==> src/rtl/vending_pkg.sv <==
// Shared state encoding and arithmetic helpers for the multi-product vending controller.
package vending_pkg;

    typedef enum logic [1:0] {
        ST_IDLE   = 2'd0,
        ST_CREDIT = 2'd1,
        ST_VEND   = 2'd2,
        ST_CHANGE = 2'd3
    } state_t;

    // Widest flat price table the slice helper accepts (16 products of up to 32 bits).
    localparam int PRICE_BUS_W = 512;
    localparam int PRICE_POS_W = 9;

    function automatic logic [31:0] sat_add(
        input logic [31:0] a,
        input logic [31:0] b,
        input logic [31:0] max_val
    );
        logic [32:0] sum;
        sum = {1'b0, a} + {1'b0, b};
        return (sum > {1'b0, max_val}) ? max_val : sum[31:0];
    endfunction

    function automatic logic [31:0] price_of(
        input logic [PRICE_BUS_W-1:0] flat,
        input logic [31:0]            idx,
        input logic [31:0]            width
    );
        logic [31:0]            val;
        logic [PRICE_POS_W-1:0] pos;
        val = 32'd0;
        for (int b = 0; b < 32; b++) begin
            pos    = PRICE_POS_W'(idx * width + 32'(b));
            val[b] = (32'(b) < width) ? flat[pos] : 1'b0;
        end
        return val;
    endfunction

endpackage

==> src/rtl/vending_controller_multi_if.sv <==
// Front-end / actuator bus of the vending controller: coin, keypad, restock, dispense and change.
interface vending_controller_multi_if #(
    parameter int NUM_PROD = 4,
    parameter int SEL_W    = 2,
    parameter int CASH_W   = 8,
    parameter int CNT_W    = 4
);
    logic                       coin_valid;
    logic [CASH_W-1:0]          coin_value;
    logic                       sel_valid;
    logic [SEL_W-1:0]           sel;
    logic                       cancel;
    logic                       change_ack;
    logic                       restock_valid;
    logic [SEL_W-1:0]           restock_id;
    logic [CNT_W-1:0]           restock_qty;
    logic [NUM_PROD*CASH_W-1:0] prices;
    logic [CASH_W-1:0]          credit;
    logic                       dispense;
    logic [SEL_W-1:0]           dispense_id;
    logic                       change_valid;
    logic [CASH_W-1:0]          change_amt;
    logic                       coin_reject;
    logic                       err_sel;
    logic                       err_sold_out;
    logic                       err_funds;
    logic [NUM_PROD*CNT_W-1:0]  counts;
    logic                       busy;

    modport master (
        output coin_valid, coin_value, sel_valid, sel, cancel, change_ack,
               restock_valid, restock_id, restock_qty, prices,
        input  credit, dispense, dispense_id, change_valid, change_amt,
               coin_reject, err_sel, err_sold_out, err_funds, counts, busy
    );

    modport slave (
        input  coin_valid, coin_value, sel_valid, sel, cancel, change_ack,
               restock_valid, restock_id, restock_qty, prices,
        output credit, dispense, dispense_id, change_valid, change_amt,
               coin_reject, err_sel, err_sold_out, err_funds, counts, busy
    );
endinterface

==> src/rtl/vending_inventory.sv <==
// Per-product stock counters with vend decrement and saturating restock merged in one update.
module vending_inventory
    import vending_pkg::*;
#(
    parameter int NUM_PROD   = 4,
    parameter int SEL_W      = 2,
    parameter int CNT_W      = 4,
    parameter int INIT_COUNT = 5
) (
    input  logic                      clk,
    input  logic                      rst,
    input  logic                      dec_valid,
    input  logic [SEL_W-1:0]          dec_id,
    input  logic                      restock_valid,
    input  logic [SEL_W-1:0]          restock_id,
    input  logic [CNT_W-1:0]          restock_qty,
    output logic [NUM_PROD*CNT_W-1:0] counts
);
    localparam logic [31:0] CNT_MAX = 32'((64'd1 << CNT_W) - 64'd1);

    logic [CNT_W-1:0] count_r      [NUM_PROD];
    logic [CNT_W-1:0] base_s       [NUM_PROD];
    logic [CNT_W-1:0] add_s        [NUM_PROD];
    logic [CNT_W-1:0] count_next_s [NUM_PROD];

    // Decrement first, then add restock, so a same-cycle hit saturates on count - 1 + qty.
    always_comb begin
        for (int i = 0; i < NUM_PROD; i++) begin
            base_s[i] = count_r[i] -
                (((dec_valid && (dec_id == SEL_W'(i))) && (count_r[i] != '0)) ? CNT_W'(1) : CNT_W'(0));
            add_s[i]  = (restock_valid && (restock_id == SEL_W'(i))) ? restock_qty : CNT_W'(0);
            count_next_s[i] = CNT_W'(sat_add(32'(base_s[i]), 32'(add_s[i]), CNT_MAX));
        end
    end

    // Counter array state.
    always_ff @(posedge clk or negedge rst) begin
        if (!rst) begin
            for (int i = 0; i < NUM_PROD; i++) begin
                count_r[i] <= CNT_W'(INIT_COUNT);
            end
        end else begin
            for (int i = 0; i < NUM_PROD; i++) begin
                count_r[i] <= count_next_s[i];
            end
        end
    end

    // Flatten the registered counters onto the output bus.
    always_comb begin
        counts = '0;
        for (int i = 0; i < NUM_PROD; i++) begin
            counts[i*CNT_W +: CNT_W] = count_r[i];
        end
    end

endmodule

==> src/rtl/vending_controller_multi.sv <==
// Multi-coin, multi-product vending controller: credit FSM, vend sequencing and change handshake.
module vending_controller_multi
    import vending_pkg::*;
#(
    parameter int NUM_PROD   = 4,
    parameter int SEL_W      = 2,
    parameter int CASH_W     = 8,
    parameter int CNT_W      = 4,
    parameter int INIT_COUNT = 5
) (
    input logic                       clk,
    input logic                       rst,
    vending_controller_multi_if.slave bus
);
    state_t                    state_r;
    logic [CASH_W-1:0]         credit_r;
    logic [CASH_W-1:0]         change_amt_r;
    logic [SEL_W-1:0]          dispense_id_r;
    logic                      dispense_r;
    logic                      change_valid_r;
    logic                      coin_reject_r;
    logic                      err_sel_r;
    logic                      err_sold_out_r;
    logic                      err_funds_r;
    logic                      busy_r;

    logic [NUM_PROD*CNT_W-1:0] counts_s;
    logic [CASH_W:0]           coin_sum_s;
    logic [CASH_W-1:0]         sel_price_s;
    logic [CNT_W-1:0]          sel_count_s;
    logic                      sel_in_range_s;
    logic                      dec_valid_s;

    // Selection lookups and the overflow-aware coin sum, all taken from the current edge's inputs.
    always_comb begin
        coin_sum_s     = {1'b0, credit_r} + {1'b0, bus.coin_value};
        sel_in_range_s = 1'b0;
        sel_count_s    = '0;
        for (int i = 0; i < NUM_PROD; i++) begin
            sel_in_range_s = sel_in_range_s | (bus.sel == SEL_W'(i));
            sel_count_s    = (bus.sel == SEL_W'(i)) ? counts_s[i*CNT_W +: CNT_W] : sel_count_s;
        end
        sel_price_s = CASH_W'(price_of(PRICE_BUS_W'(bus.prices), 32'(bus.sel), 32'(CASH_W)));
    end

    assign dec_valid_s = (state_r == ST_VEND);

    vending_inventory #(
        .NUM_PROD   (NUM_PROD),
        .SEL_W      (SEL_W),
        .CNT_W      (CNT_W),
        .INIT_COUNT (INIT_COUNT)
    ) u_inventory (
        .clk           (clk),
        .rst           (rst),
        .dec_valid     (dec_valid_s),
        .dec_id        (dispense_id_r),
        .restock_valid (bus.restock_valid),
        .restock_id    (bus.restock_id),
        .restock_qty   (bus.restock_qty),
        .counts        (counts_s)
    );

    // Controller FSM; pulses default low each cycle and every output is a register.
    always_ff @(posedge clk or negedge rst) begin
        if (!rst) begin
            state_r        <= ST_IDLE;
            credit_r       <= '0;
            change_amt_r   <= '0;
            dispense_id_r  <= '0;
            dispense_r     <= 1'b0;
            change_valid_r <= 1'b0;
            coin_reject_r  <= 1'b0;
            err_sel_r      <= 1'b0;
            err_sold_out_r <= 1'b0;
            err_funds_r    <= 1'b0;
            busy_r         <= 1'b0;
        end else begin
            dispense_r     <= 1'b0;
            coin_reject_r  <= 1'b0;
            err_sel_r      <= 1'b0;
            err_sold_out_r <= 1'b0;
            err_funds_r    <= 1'b0;
            case (state_r)
                ST_IDLE: begin
                    if (bus.coin_valid) begin
                        if (bus.coin_value == '0) begin
                            coin_reject_r <= 1'b1;
                        end else begin
                            credit_r <= bus.coin_value;
                            state_r  <= ST_CREDIT;
                        end
                    end
                end
                ST_CREDIT: begin
                    if (bus.cancel) begin
                        coin_reject_r  <= bus.coin_valid;
                        change_valid_r <= 1'b1;
                        change_amt_r   <= credit_r;
                        busy_r         <= 1'b1;
                        state_r        <= ST_CHANGE;
                    end else if (bus.sel_valid) begin
                        coin_reject_r <= bus.coin_valid;
                        if (!sel_in_range_s) begin
                            err_sel_r <= 1'b1;
                        end else if (sel_count_s == '0) begin
                            err_sold_out_r <= 1'b1;
                        end else if (credit_r < sel_price_s) begin
                            err_funds_r <= 1'b1;
                        end else begin
                            dispense_r    <= 1'b1;
                            dispense_id_r <= bus.sel;
                            credit_r      <= credit_r - sel_price_s;
                            busy_r        <= 1'b1;
                            state_r       <= ST_VEND;
                        end
                    end else if (bus.coin_valid) begin
                        if (coin_sum_s[CASH_W]) begin
                            coin_reject_r <= 1'b1;
                        end else begin
                            credit_r <= coin_sum_s[CASH_W-1:0];
                        end
                    end
                end
                ST_VEND: begin
                    coin_reject_r <= bus.coin_valid;
                    if (credit_r != '0) begin
                        change_valid_r <= 1'b1;
                        change_amt_r   <= credit_r;
                        state_r        <= ST_CHANGE;
                    end else begin
                        busy_r  <= 1'b0;
                        state_r <= ST_IDLE;
                    end
                end
                ST_CHANGE: begin
                    coin_reject_r <= bus.coin_valid;
                    if (bus.change_ack) begin
                        credit_r       <= '0;
                        change_valid_r <= 1'b0;
                        change_amt_r   <= '0;
                        busy_r         <= 1'b0;
                        state_r        <= ST_IDLE;
                    end
                end
                default: begin
                    credit_r       <= '0;
                    change_valid_r <= 1'b0;
                    change_amt_r   <= '0;
                    busy_r         <= 1'b0;
                    state_r        <= ST_IDLE;
                end
            endcase
        end
    end

    assign bus.credit       = credit_r;
    assign bus.dispense     = dispense_r;
    assign bus.dispense_id  = dispense_id_r;
    assign bus.change_valid = change_valid_r;
    assign bus.change_amt   = change_amt_r;
    assign bus.coin_reject  = coin_reject_r;
    assign bus.err_sel      = err_sel_r;
    assign bus.err_sold_out = err_sold_out_r;
    assign bus.err_funds    = err_funds_r;
    assign bus.counts       = counts_s;
    assign bus.busy         = busy_r;

endmodule

==> src/flat_wrapper.sv <==
// flat-port wrapper written by rule: the top's interface ports become plain ports
module vending_controller_multi_flat import vending_pkg::*;
#(
    parameter int NUM_PROD   = 4,
    parameter int SEL_W      = 2,
    parameter int CASH_W     = 8,
    parameter int CNT_W      = 4,
    parameter int INIT_COUNT = 5
)
  (clk, rst, bus_coin_valid, bus_coin_value, bus_sel_valid, bus_sel, bus_cancel, bus_change_ack, bus_restock_valid, bus_restock_id, bus_restock_qty, bus_prices, bus_credit, bus_dispense, bus_dispense_id, bus_change_valid, bus_change_amt, bus_coin_reject, bus_err_sel, bus_err_sold_out, bus_err_funds, bus_counts, bus_busy);
  vending_controller_multi_if #(.NUM_PROD(NUM_PROD), .SEL_W(SEL_W), .CASH_W(CASH_W), .CNT_W(CNT_W)) bus_i ();
  input logic clk;
  input logic rst;
  input wire logic [$bits(bus_i.coin_valid)-1:0] bus_coin_valid;
  input wire logic [$bits(bus_i.coin_value)-1:0] bus_coin_value;
  input wire logic [$bits(bus_i.sel_valid)-1:0] bus_sel_valid;
  input wire logic [$bits(bus_i.sel)-1:0] bus_sel;
  input wire logic [$bits(bus_i.cancel)-1:0] bus_cancel;
  input wire logic [$bits(bus_i.change_ack)-1:0] bus_change_ack;
  input wire logic [$bits(bus_i.restock_valid)-1:0] bus_restock_valid;
  input wire logic [$bits(bus_i.restock_id)-1:0] bus_restock_id;
  input wire logic [$bits(bus_i.restock_qty)-1:0] bus_restock_qty;
  input wire logic [$bits(bus_i.prices)-1:0] bus_prices;
  output wire logic [$bits(bus_i.credit)-1:0] bus_credit;
  output wire logic [$bits(bus_i.dispense)-1:0] bus_dispense;
  output wire logic [$bits(bus_i.dispense_id)-1:0] bus_dispense_id;
  output wire logic [$bits(bus_i.change_valid)-1:0] bus_change_valid;
  output wire logic [$bits(bus_i.change_amt)-1:0] bus_change_amt;
  output wire logic [$bits(bus_i.coin_reject)-1:0] bus_coin_reject;
  output wire logic [$bits(bus_i.err_sel)-1:0] bus_err_sel;
  output wire logic [$bits(bus_i.err_sold_out)-1:0] bus_err_sold_out;
  output wire logic [$bits(bus_i.err_funds)-1:0] bus_err_funds;
  output wire logic [$bits(bus_i.counts)-1:0] bus_counts;
  output wire logic [$bits(bus_i.busy)-1:0] bus_busy;
  assign bus_i.coin_valid = bus_coin_valid;
  assign bus_i.coin_value = bus_coin_value;
  assign bus_i.sel_valid = bus_sel_valid;
  assign bus_i.sel = bus_sel;
  assign bus_i.cancel = bus_cancel;
  assign bus_i.change_ack = bus_change_ack;
  assign bus_i.restock_valid = bus_restock_valid;
  assign bus_i.restock_id = bus_restock_id;
  assign bus_i.restock_qty = bus_restock_qty;
  assign bus_i.prices = bus_prices;
  assign bus_credit = bus_i.credit;
  assign bus_dispense = bus_i.dispense;
  assign bus_dispense_id = bus_i.dispense_id;
  assign bus_change_valid = bus_i.change_valid;
  assign bus_change_amt = bus_i.change_amt;
  assign bus_coin_reject = bus_i.coin_reject;
  assign bus_err_sel = bus_i.err_sel;
  assign bus_err_sold_out = bus_i.err_sold_out;
  assign bus_err_funds = bus_i.err_funds;
  assign bus_counts = bus_i.counts;
  assign bus_busy = bus_i.busy;
  vending_controller_multi #(.NUM_PROD(NUM_PROD), .SEL_W(SEL_W), .CASH_W(CASH_W), .CNT_W(CNT_W), .INIT_COUNT(INIT_COUNT)) u_core (.clk(clk), .rst(rst), .bus(bus_i));
endmodule
==> config.mk <==
export PLATFORM = sky130hd
export DESIGN_NAME = vending_controller_multi_flat
export DESIGN_NICKNAME = d
export VERILOG_FILES = /design/src/rtl/vending_pkg.sv /design/src/rtl/vending_controller_multi_if.sv /design/src/rtl/vending_inventory.sv /design/src/rtl/vending_controller_multi.sv /design/src/flat_wrapper.sv
export SDC_FILE = /design/constraint.sdc
export NUM_CORES = 1
export LEC_CHECK = 0
export BUFFER_PORTS_ARGS = -buffer_cell sky130_fd_sc_hd__buf_2
export CAP_MARGIN = 20
export CORE_MARGIN = 1
export CORE_UTILIZATION = 40
export DETAILED_ROUTE_END_ITERATION = 6
export PLACE_DENSITY = 0.7
export SETUP_SLACK_MARGIN = 0.4
export SLEW_MARGIN = 30
export SYNTH_ARGS = -nofsm -noshare
export SYNTH_HDL_FRONTEND = slang
export SYNTH_HIERARCHICAL = 1
export SYNTH_SLANG_ARGS = --single-unit
==> constraint.sdc <==
create_clock -name clk -period 3.37 [get_ports clk]
set_input_delay 0 -clock clk [delete_from_list [all_inputs] [get_ports clk]]
set_output_delay 0 -clock clk [all_outputs]
set_load 0.01 [all_outputs]
## Yosys cells after proc, flatten, opt, wreduce, memory -nomap -nowiden

Cells that the tools add are included.

- Add/sub/neg operators: 17
- Bitwise gates (word level): 6
- Multiply operators: 0
- Magnitude comparators: 13
- Div/mod/pow operators: 0
- Multiplexer cells: 95
- Equality and inequality tests: 28
- Shift operators: 0
- Reductions and logical operators: 31

Operator list:

| cell | count |
|---|---|
| $mux 8 | 12 |
| $lt 9x10->1 const B | 7 |
| $bmux 1 s9 | 7 |
| $mux 1 | 48 |
| $mux 4 | 12 |
| $pmux 8 s3 | 2 |
| $add 5x3->6 const B | 4 |
| $ne 3x3->1 const B | 7 |
| $add 4x4->5 | 4 |
| $gt 5x4->1 const B | 4 |
| $mux 2 | 9 |
| $eq 2x2->1 const B | 8 |
| $reduce_bool 4->1 | 4 |
| $sub 4x1->4 | 4 |
| $reduce_and 7->1 | 2 |
| $add 5x2->6 const B | 2 |
| $logic_and 1x1->1 | 12 |
| $ne 2x2->1 const B | 6 |
| $lt 5x10->1 const B | 1 |
| $reduce_and 10->1 | 1 |
| $add 8x8->9 | 1 |
| $pmux 1 s3 | 3 |
| $eq 2x1->1 const B | 4 |
| $logic_not 2->1 | 4 |
| 16 further kinds | 22 |

- Register bits after elaboration: 43
- Memory bits (read-only): 0
- Memories kept: 0
- Memory bits (writable): 0
- Latch bits: 0
- Logic and storage cells: 205

## Logic depth before layout (Yosys ltp)

Gate-level depths: netlist (run 1).

- Depth in word-level cells: 11
- Gate-level depth with buffers: 11

## Hierarchy

Netlist (run 1), hierarchy kept.

By module, submodules not included:

| module | area each (um^2) | sequential area each (um^2) | cells an instance | times used |
|---|---|---|---|---|
| vending_controller_multi | 2285.9 | 675.6 | 244 | 1 |
| vending_inventory | 1483.9 | 410.4 | 156 | 1 |

## Worst setup path before layout (run 1)

Ideal clock, no wire load.

- Kind: input port to flip-flop
- Start point: input port bus_sel[0]
- End point: register u_core.credit_r[2], in the netlist u_core/bus.credit[2]
- Library setup time: 0.125 ns
- Slack: 0.522 ns
- Arrival time: 2.723 ns
- Stages on the path: 10
- Buffers on the path: 1
- Cells stage by stage: buf_2 -> mux4_2 -> ha_1 -> fa_1 -> nand2b_1 -> a21oi_1 -> o211a_1 -> o211ai_2 -> a21oi_4 -> mux2_4

- Word-level cells in the longest chain between the ends: 10
- Elaborated cells between the ends (all ways): 47
- Those cells by class: add/sub: 8; order compare: 1; eq/ne: 6; mux: 26; bitwise: 3; reduce/logical: 3

Ends and longest elaborated chain:

| item | line | source |
|---|---|---|
| start: declaration | flat_wrapper.sv:17 | `input wire logic [$bits(bus_i.sel)-1:0] bus_sel;` |
| $add 5x1->6 / $add 5x2->6 (equally long branches) | vending_pkg.sv:34 | `pos = PRICE_POS_W'(idx * width + 32'(b));` |
| $bmux 1 s9 | vending_pkg.sv:35 | `val[b] = (32'(b) < width) ? flat[pos] : 1'b0;` |
| $mux 1 (not written as such) | vending_pkg.sv:35 |  |
| $sub 8x8->8 | vending_controller_multi.sv:113 | `credit_r <= credit_r - sel_price_s;` |
| $mux 8 | vending_controller_multi.sv:108 | `end else if (credit_r < sel_price_s) begin` |
| $mux 8 | vending_controller_multi.sv:106 | `end else if (sel_count_s == '0) begin` |
| $mux 8 | vending_controller_multi.sv:104 | `if (!sel_in_range_s) begin` |
| $mux 8 | vending_controller_multi.sv:102 | `end else if (bus.sel_valid) begin` |
| $mux 8 | vending_controller_multi.sv:96 | `if (bus.cancel) begin` |
| $pmux 8 s3 | vending_controller_multi.sv:84 | `case (state_r)` |
| end signal: assignment | vending_controller_multi.sv:90 | `credit_r <= bus.coin_value;` |
| end signal: assignment | vending_controller_multi.sv:113 |  |
| end signal: assignment | vending_controller_multi.sv:121 | `credit_r <= coin_sum_s[CASH_W-1:0];` |
| end: declaration | vending_controller_multi.sv:16 | `logic [CASH_W-1:0] credit_r;` |

Parallel ways exist; a longest one is shown, timed or not. The select of a mux whose other input is x is not followed.
A chain may end at the register's enable or synchronous reset.

==> impl_metrics.toml, run 1 <==
[power_and_ir_drop]
p_leak_uw = 0.00225
peakVddDrop_uv = 284
power.density_nw_per_um2 = 782

[critical_path]
cp-start-kind = "flip-flop"
ff2ff_setup_slack_ns = 0.63
critPathArrivalTime_ns = 2.92
critPathMaxStageDelay_ns = 0.48
end_kind = "flip-flop"
crit_family = "adder cells"
path_cells = "inv_1, nor2_2, nor4b_1, ha_1, ha_1, inv_1, fa_1, a21o_1, a21oi_1, nand2b_1"
critPathRequiredTime_ns = 3.55
cp_slowest_cell = "fa_1"
r2r-end = "u_core/u_inventory/counts[1]"
crit-reg2reg-launch = "u_core/state_r[1]"
crit_start = "u_core/state_r[1]"
crit_type = "flip-flop to flip-flop"
cp_max_fo = 7
r2r_cells = 10
path_buf_inv = 2

[min_path]
holdPathStages = 3
hold_class = "input port to flip-flop"
holdPathEnd = "u_core/bus.credit[0]"
min_from = "bus_coin_value[0]"

[route]
route.detailed.drc = 0
dr.pass1.iters = 6
post_drt_via_cell_ratio = 5.64
routedWlPerCell_um = 15.9
dr.first_iter.drc_count = 134
final_antenna_net_count = 0
num_vias = 3473
routed_wl_mm = 9.78

[timing]
fin_skew_ns = 0.0122
setup_tns_ns = 0
relSlewSlack_pct = 63.0
fin_ws_ns = 0.626
setup_viol = 0
period_share_pct = 81.4
hold_viol = 0
tightest_slew_ns = 0.555
rsz0062_at_grt = "false"
max_freq_mhz = 364
min_period_ns = 2.74
drv_slew = 0

[clocking]
clkTransAtPathRegs_ns = 0.08
htree_levels = 2
ctsRootBufferMaster = "clkbuf_8"
cts_tree = "yes"
insertion_delay_ns = 0.30
clkSinkCount = 43
clock_path_buffers = 2
cts_buffers = 5

[global_routing]
use_met2_pct = 37.0
track_usage_pct = 20.4
grt_max_degree = 26
grt_pass1_vias = 3383
grt_pass1_wl_mm = 16.0
grt_util_met1_pct = 26.1
overflow = 0
antenna_found_initial = 0
met3_usage_pct = 2.77
grt-busiest-layer = "met2"

[job]
max_cap_violations = 0

[placement]
gp_congestion = 0.901
io_buffer_count = 95
dp_hpwl_mm = 7.97
dp_slack_ns = 0.338

[floorplanning]
start_util_pct = 41.0
core_um2 = 9200
die_w_um = 99.1
ioPinCount = 96
die_area_um2 = 9820
die_y_um = 99.1
rows = 35

[cells_and_area]
antenna_cells = 0
fill_cells = 862
layout-drive-gt1-share_pct = 27.5
layout.nets = 605
areaGrowthSynthToFinish_pct = 21.3

[yosys]
synthFlopType = "dfrtp_1"
syn_area_per_cell_um2 = 9.42
synth_edf_count = 0
syn_inst = 400
syn-cell-area_um2 = 3770
synth_nets = 501
ys_seq_area_share_pct = 28.8
async_flop_share_pct = 100
ys_warn_count = 6
ys_types = 60
ys_ff_latch = 43

[status]
status = "finished clean"
-- registers in the layout (all words and copies together) (netlist names), 2 cells and up --
register	cells
u_core/state_r	2
u_core/bus.change_amt	8
u_core/bus.dispense_id	2
u_core/u_inventory/counts	16
u_core/bus.credit	8
-- worst min-delay path: cells and delay by family --
| kind | cells | cell delay [ns] |
|---|---|---|
| multiplexers | 1 | 0.13 |
| AO/OA/AOI/OAI | 1 | 0.07 |
| buffers and inverters | 1 | 0.11 |
-- cell usage in the layout (no fill, tap or decap), types with 5 or more instances in the layout --
| master | count |
|---|---|
| mux2i_1 | 5 |
| nand2_1 | 15 |
| dfrtp_1 | 35 |
| a31oi_1 | 9 |
| dfstp_2 | 8 |
| nor2_1 | 26 |
| mux4_2 | 8 |
| and2_1 | 16 |
| buf_2 | 95 |
| clkbuf_8 | 5 |
| nor4_1 | 9 |
| a21o_1 | 12 |
| inv_1 | 42 |
| nand2b_1 | 12 |
| nor4b_1 | 7 |
| a21oi_1 | 17 |
| nor3_1 | 10 |
| a211oi_1 | 7 |
| fa_1 | 6 |
| xor2_1 | 7 |
| xnor2_1 | 5 |
| ha_1 | 40 |
| nand3_1 | 11 |
| o21bai_1 | 5 |
| o21ai_0 | 18 |
-- worst max-delay path by stage --
stage / to / cells after the start
after floorplan: u_core/bus.credit[2] / 10
after global placement: u_core/bus.credit[3] / 10
after detailed placement: u_core/bus.credit[3] / 10
after CTS: u_core/bus.credit[3] / 9
after global routing: u_core/u_inventory/counts[3] / 10
final: u_core/u_inventory/counts[1] / 10
-- timing repair --
item                                    in CTS  in global routing
endpoints found under the setup margin       0                  9
resized for setup                            0                  1
setup buffers                                0                  2
endpoints found under the hold margin       22                  0
hold buffers                                 4                  0
-- synthesized netlist by cell type (9+ instances only) --
master,number,area (um^2)
a21o_1,12,90.1
a21oi_1,17,85.1
a31oi_1,9,56.3
and2_1,16,100
dfrtp_1,35,876
ha_1,40,500
inv_1,42,158
nand2_1,15,56.3
nand2b_1,12,75.1
nand3_1,11,55.1
nor2_1,27,101
nor3_1,10,50.1
nor4_1,9,56.3
o21ai_0,18,90.1
-- through the flow --
step	instance area, um^2	power [uW]	util [%]	instances	hold WS, ns
detailed placement	4390	3090	47.7	602	-0.0210
global route	4570	3900	49.7	616	0.0840
CTS	4540	3520	49.3	614	0.0463
global placement	4370	3010	47.5	601	0.211
finish	4570	3580	49.7	616	0.0612
floorplan	3770	2460	-	400	-0.296
-- final cells by class --
| class | count | area [um^2] | share of cell area, % |
|---|---|---|---|
| repair buffers | 103 | 571 | 12.5 |
| clock buffers | 6 | 72.6 | 1.59 |
| flip-flops and latches | 43 | 1090 | 23.8 |
| multi-input cells | 308 | 2500 | 54.8 |
| inverters | 43 | 161 | 3.53 |
| clock inverters | 2 | 37.5 | 0.821 |
| well taps | 111 | 139 | 3.04 |
-- kinds of logic after synthesis --
family                   share of synthesized area [%]
multiplexers                                      8.30
XOR/XNOR                                          2.79
adder cells (fa/ha/maj)                           16.5
AO/OA/AOI/OAI                                     18.8
AND/OR/NAND/NOR                                   19.8
buffers and inverters                             4.91
other                                           0.0995
flip-flops                                        28.8
-- metal layers --
metal / up-vias / wire, um
li1: 1685 / -
met1: 1664 / 4380
met2: 115 / 4920
met3: 9 / 412
met4: 0 / 59
met5: - / 0
-- power breakdown --
group	total [uW]	switching (uW)	internal, uW
registers	1050	285	766
logic	2120	1150	973
clock network	402	181	221
Power figures use the tool's default switching activity.
==> run 2, diff against run 1 <==
--- a/config.mk
+++ b/config.mk
@@ -5,12 +5,13 @@
 export SDC_FILE = /design/constraint.sdc
 export NUM_CORES = 1
 export LEC_CHECK = 0
+export ABC_AREA = 1
 export BUFFER_PORTS_ARGS = -buffer_cell sky130_fd_sc_hd__buf_2
 export CAP_MARGIN = 20
 export CORE_MARGIN = 1
 export CORE_UTILIZATION = 40
 export DETAILED_ROUTE_END_ITERATION = 6
-export PLACE_DENSITY = 0.7
+export PLACE_DENSITY = 0.72
 export SETUP_SLACK_MARGIN = 0.4
 export SLEW_MARGIN = 30
 export SYNTH_ARGS = -nofsm -noshare
==> constraint.sdc (replaced) <==
create_clock -name clk -period 2.2 [get_ports clk]
set_input_delay 0 -clock clk [delete_from_list [all_inputs] [get_ports clk]]
set_output_delay 0 -clock clk [all_outputs]
set_load 0.01 [all_outputs]
==> run 2 against run 1 <==
Compared with the run above:
- combinational power is 110% higher
- total power rose by 87%
- largest cell class unchanged
- highest routed layer unchanged
- critical path type unchanged
- critical path depth is 1 higher
- cell count grew 40%
- core utilization is 5.8 points higher
==> impl_metrics.toml, run 2 <==
[status]
status = "finished clean"

[power_and_ir_drop]
power.internal_uw = 3410
netSwitchingFraction_pct = 49.2
peakVddDrop_uv = 508
power_frac_clock_pct = 9.7
seqPwrFrac_pct = 22.9
p_comb_share_pct = 67.5
power.density_nw_per_um2 = 1240
p_leak_uw = 0.00305
p_sw_uw = 3290

[critical_path]
cp_max_fo = 6
r2r_cells = 11
crit_type = "flip-flop to flip-flop"
cp-start-kind = "flip-flop"
critPathMaxStageDelay_ns = 0.45
cp_slowest_cell = "dfrtp_1"
crit-reg2reg-launch = "u_core/bus.dispense_id[0]"
end_kind = "flip-flop"
critPathRequiredTime_ns = 2.37
critPathArrivalTime_ns = 2.37
ff2ff_setup_slack_ns = 0.002
path_cells = "inv_1, nand3_2, a31oi_2, ha_2, ha_4, xor2_1, ha_1, nand2_1, inv_1, a21oi_4, nand3_2"
path_buf_inv = 2
r2r-end = "u_core/u_inventory/counts[3]"
crit_family = "adder cells"

[route]
dr.first_iter.drc_count = 313
final_antenna_net_count = 0
post_drt_via_cell_ratio = 4.97
num_vias = 4298
routedWlPerCell_um = 13.7
dr.pass1.iters = 5
routed_wl_mm = 11.8
route.detailed.drc = 0

[cells_and_area]
final_common_cell = "nand2_1"
antenna_cells = 0
largest_register_ffs = 16
final_cell_mix = "nand2_1, inv_1, buf_2"
final_cells = 865
regArea_um2 = 1090
final_area_um2 = 5430
multi_input_area_um2 = 2820
areaGrowthSynthToFinish_pct = 34.4
layout.nets = 832
fill_cells = 943
layout-drive-gt1-share_pct = 33.6

[yosys]
synth_compound_area_share_pct = 11.7
synth_common_cells = "nand2_1, inv_1, nor2_1"
synthFlopType = "dfrtp_1"
synth_top_family_by_area = "simple AND/OR/NAND/NOR gates"
synthAdderAreaFrac_pct = 15.4
ys_ff_latch = 43
synth_xor_area_share_pct = 2.17
ys_seq_area_share_pct = 26.9
synth_top_cell_by_area = "dfrtp_1"
async_flop_share_pct = 100
synth-simple-area-share_pct = 31.7
synth_mux_area_share_pct = 0
synth_nets = 697
synth_edf_count = 0
syn_area_per_cell_um2 = 6.77
synth_top_cells_by_area = "dfrtp_1, nand2_1, ha_1"
ys_warn_count = 6
synth_most_common_cell = "nand2_1"
syn-cell-area_um2 = 4040
ys_types = 35
yosysTopAreaCellShare_pct = 21.7
syn_inst = 596

[placement]
gp_congestion = 0.937
placedCellCount = 831
dp_slack_ns = -0.0392
dpl_cell_area_um2 = 4840
dp_hpwl_mm = 9.25
io_buffer_count = 95

[global_routing]
overflow = 0
grt_max_degree = 26
antenna_found_initial = 0
grt_pass1_vias = 4169
grt_pass1_wl_mm = 18.8
track_usage_pct = 22.8

[timing]
period_share_pct = 99.9
setup_viol = 0
tightest_slew_ns = 0.558
relSlewSlack_pct = 62.8
min_period_ns = 2.20
drv_slew = 0
setup_tns_ns = 0
fin_ws_ns = 0.00182
hold_viol = 0
max_freq_mhz = 455
fin_skew_ns = 0.0107
rsz0062_at_grt = "true"

[clocking]
clkTransAtPathRegs_ns = 0.08
ctsRootBufferMaster = "clkbuf_8"
cts_tree = "yes"
cts_buffers = 5
clkSinkCount = 43
insertion_delay_ns = 0.29
htree_levels = 2
clock_path_buffers = 2

[floorplanning]
die_area_um2 = 10500
rows = 36
start_util_pct = 41.3
core_um2 = 9770
die_w_um = 102
die_y_um = 102
ioPinCount = 96

[min_path]
holdPathEnd = "u_core/bus.dispense_id[0]"
holdPathStages = 3
min_from = "bus_sel[0]"
hold_class = "input port to flip-flop"

[job]
max_cap_violations = 0
-- run 2: logic make-up after synthesis --
family                   after synthesis
AND/OR/NAND/NOR                      301
buffers and inverters                128
AO/OA/AOI/OAI                         67
adder cells (fa/ha/maj)               46
flip-flops                            43
XOR/XNOR                              10
other                                  1
-- run 2: stage by stage --
| stage | utilization, % | hold slack [ns] | power [uW] |
|---|---|---|---|
| after floorplan | - | -0.296 | 4180 |
| after global placement | 49.5 | 0.0180 | 5220 |
| after detailed placement | 49.5 | 0.0213 | 5340 |
| after CTS | 52.7 | 0.0165 | 6280 |
| after global routing | 55.5 | 0.0263 | 7360 |
| final | 55.5 | 0.0307 | 6700 |
-- run 2: cell type report --
type | count | area share (%)
sequential | 43 | 20.2
inverter | 125 | 8.65
timing repair buffer | 131 | 14.0
multi-input combinational | 425 | 52.0
tap | 133 | 3.07
clock inverter | 2 | 0.646
clock buffer | 6 | 1.52
-- run 2: power by group through the flow --
stage | Combinational, uW | Sequential (uW) | Clock, uW
floorplan | 2570 | 1610 | 0
global placement | 3700 | 1520 | 0
detailed placement | 3800 | 1530 | 0
CTS | 4110 | 1510 | 661
global route | 5090 | 1580 | 699
finish | 4520 | 1530 | 648
-- run 2: worst max path at each step --
stage | start | end | slack [ns] | cells after the start
after floorplan | u_core/u_inventory/counts[6] | u_core/u_inventory/counts[7] | 0.18 | 12
after global placement | u_core/u_inventory/counts[4] | u_core/u_inventory/counts[7] | 0.03 | 12
after detailed placement | u_core/state_r[1] | u_core/u_inventory/counts[11] | -0.04 | 11
after CTS | u_core/state_r[0] | u_core/u_inventory/counts[11] | 0.02 | 10
after global routing | u_core/bus.dispense_id[0] | u_core/u_inventory/counts[3] | -0.09 | 11
final | u_core/bus.dispense_id[0] | u_core/u_inventory/counts[3] | 0.002 | 11
-- run 2: tightest hold or removal path, delay by kind of cell --
kind | cells | cell delay, ns
AOI/OAI and AO/OA | 1 | 0.07
buffers and inverters | 2 | 0.21
-- run 2: per-layer routing --
| metal | global-route usage [%] | routed length (um) | vias up |
|---|---|---|---|
| li1 | - | - | 2153 |
| met2 | 39.4 | 5690 | 169 |
| met4 | 4.29 | 156 | 0 |
| met1 | 29.5 | 5130 | 1963 |
| met3 | 4.65 | 860 | 13 |
| met5 | 0 | 0 | - |
-- run 2: what timing repair did --
item / in CTS / in global routing
setup buffers: 16 / 8
setup endpoints to repair: 29 / 32
resized for setup: 17 / 47
hold endpoints to repair: 22 / 0
cloned: 0 / 0
pin swaps: 30 / 39
hold buffers: 2 / 0
==> run 3, diff against run 2 <==
--- a/config.mk
+++ b/config.mk
@@ -12,7 +12,7 @@
 export CORE_UTILIZATION = 40
 export DETAILED_ROUTE_END_ITERATION = 6
 export PLACE_DENSITY = 0.72
-export SETUP_SLACK_MARGIN = 0.4
+export SETUP_SLACK_MARGIN = 0.2
 export SLEW_MARGIN = 30
 export SYNTH_ARGS = -nofsm -noshare
 export SYNTH_HDL_FRONTEND = slang
==> run 3 against run 2 <==
Compared with the run above:
- the flow now finishes with violations (negative setup slack)
- first-iteration DRC count down 41%
- largest cell class unchanged
- total power fell by 2.4%
- die area did not move
- critical endpoint unchanged
- critical path type unchanged
- wire length fell by 2.3%
- largest power group unchanged
- worst setup slack worse by 0.018 ns
==> impl_metrics.toml, run 3 (same netlist as run 2, synthesis figures left out) <==
[cells_and_area]
layout-drive-gt1-share_pct = 33.4
final_area_um2 = 5420
final_common_cell = "nand2_1"
layout.nets = 827
largest_register_ffs = 16
antenna_cells = 0
areaGrowthSynthToFinish_pct = 34.3
final_cell_mix = "nand2_1, inv_1, buf_2"

[global_routing]
overflow = 0
grt_pass1_vias = 4023
grt_max_degree = 44
met3_usage_pct = 3.76
grt-busiest-layer = "met2"
track_usage_pct = 22.3
use_met2_pct = 40.5
grt_pass1_wl_mm = 18.2
antenna_found_initial = 0
grt_util_met1_pct = 27.4

[critical_path]
cp-start-kind = "flip-flop"
critPathRequiredTime_ns = 2.39
cp_max_fo = 5
crit-reg2reg-launch = "u_core/state_r[1]"
end_kind = "flip-flop"
ff2ff_setup_slack_ns = -0.02
cpMostUsedCell = "ha_4"
critPathMaxStageDelay_ns = 0.36
crit_type = "flip-flop to flip-flop"
r2r_cells = 12
critPathArrivalTime_ns = 2.40
r2r-end = "u_core/u_inventory/counts[3]"
path_cells = "inv_2, nor2_4, nand3_1, a31oi_1, ha_2, ha_4, xor2_4, ha_4, nand2_1, inv_1, a21oi_4, nand3_2"
cp_slowest_cell = "dfrtp_1"

[floorplanning]
start_util_pct = 41.3
core_um2 = 9770
ioPinCount = 96
die_area_um2 = 10500
die_y_um = 102
rows = 36
die_w_um = 102

[clocking]
htree_levels = 2
ctsRootBufferMaster = "clkbuf_8"
insertion_delay_ns = 0.30
clkTransAtPathRegs_ns = 0.08
cts_tree = "yes"
clock_path_buffers = 2
cts_buffers = 5
clkSinkCount = 43

[route]
routedWlPerCell_um = 13.4
dr.pass1.iters = 5
final_antenna_net_count = 0
post_drt_via_cell_ratio = 4.96
routed_wl_mm = 11.6
num_vias = 4264
dr.first_iter.drc_count = 184
route.detailed.drc = 0

[timing]
tightest_slew_ns = 0.546
fin_ws_ns = -0.0163
min_period_ns = 2.22
setup_viol = 3
relSlewSlack_pct = 63.4
drv_slew = 0
period_share_pct = 101
max_freq_mhz = 451
setup_tns_ns = -0.0436
rsz0062_at_grt = "true"
fin_skew_ns = 0.00797
hold_viol = 0

[status]
status = "finished with violations"
violations = "negative setup slack"

[power_and_ir_drop]
power.density_nw_per_um2 = 1210
peakVddDrop_uv = 516
p_leak_uw = 0.00299
finalPower_uw = 6540

[min_path]
holdPathStages = 3
hold_class = "input port to flip-flop"
min_from = "bus_sel[1]"
holdPathEnd = "u_core/bus.dispense_id[1]"

[placement]
gp_congestion = 0.906
dp_hpwl_mm = 9.09
dpl_cell_area_um2 = 4840
io_buffer_count = 95

[job]
max_cap_violations = 0
[run 3: changes by cell type in the layout (fill, tap and decap cells not counted), moves of 3 or more]
cell,change
ha_1,-3
dfrtp_1,+3
nand2_1,-3
nand2_4,-4
ha_4,+4
xor2_1,-6
buf_4,-3
nand2_2,+7
dfrtp_2,-3
xor2_2,+4
[run 3: per-stage QoR]
step / setup slack (ns) / std cells / hold WS [ns] / util (%)
2_1_floorplan: 0.175 / 596 / -0.296 / -
3_3_place_gp: 0.0109 / 839 / 0.189 / 49.6
3_5_place_dp: -0.0635 / 839 / 0.205 / 49.6
4_1_cts: -0.0638 / 856 / 0.0201 / 51.8
5_1_grt: -0.147 / 860 / 0.0439 / 55.5
6_report: -0.0163 / 860 / 0.0311 / 55.5
[run 3: timing repair]
action,CTS,global route
hold endpoints to repair,36,0
setup endpoints to repair,27,29
hold buffers,2,0
pin swaps,20,49
gates resized for setup,13,63
setup buffers,7,4
[run 3: worst max-delay path by stage]
stage / endpoint / from / slack [ns] / depth (start not counted)
after floorplan: u_core/u_inventory/counts[7] / u_core/u_inventory/counts[6] / 0.18 / 12
after global placement: u_core/bus.credit[7] / bus_sel[0] / 0.01 / 18
after detailed placement: u_core/bus.credit[1] / bus_sel[0] / -0.06 / 17
after CTS: u_core/u_inventory/counts[15] / u_core/state_r[0] / -0.06 / 11
after global routing: u_core/u_inventory/counts[11] / u_core/state_r[1] / -0.15 / 11
final: u_core/u_inventory/counts[3] / u_core/state_r[1] / -0.02 / 12
[run 3: power by group]
| part | switching (uW) | total (uW) | internal [uW] |
|---|---|---|---|
| combinational | 2640 | 4460 | 1830 |
| sequential | 347 | 1530 | 1180 |
| clock | 266 | 553 | 287 |
| total | 3250 | 6540 | 3290 |
[run 3: critical path, delay by kind of cell (launching register included)]
family                     cells  cell delay (ns)
AOI/OAI and AO/OA              2             0.35
xor gates and xnor gates       1             0.19
adders and majority gates      3             0.63
buffers and inverters          2             0.12
DFF                            1             0.36
and+or+nand+nor                4             0.45
[run 3: final cells by class]
class                   count  area [um^2]
flip-flops and latches     43         1090
fillers                   930         4350
clock buffers               8          100
repair buffers            126          719
inverters                 125          469
multi-input cells         425         2880
well taps                 133          166
[run 3: routing by layer]
metal | vias up | wire length, um
met5 | - | 0
met4 | 0 | 162
met3 | 14 | 793
met2 | 154 | 5900
met1 | 1961 | 4710
li1 | 2135 | -
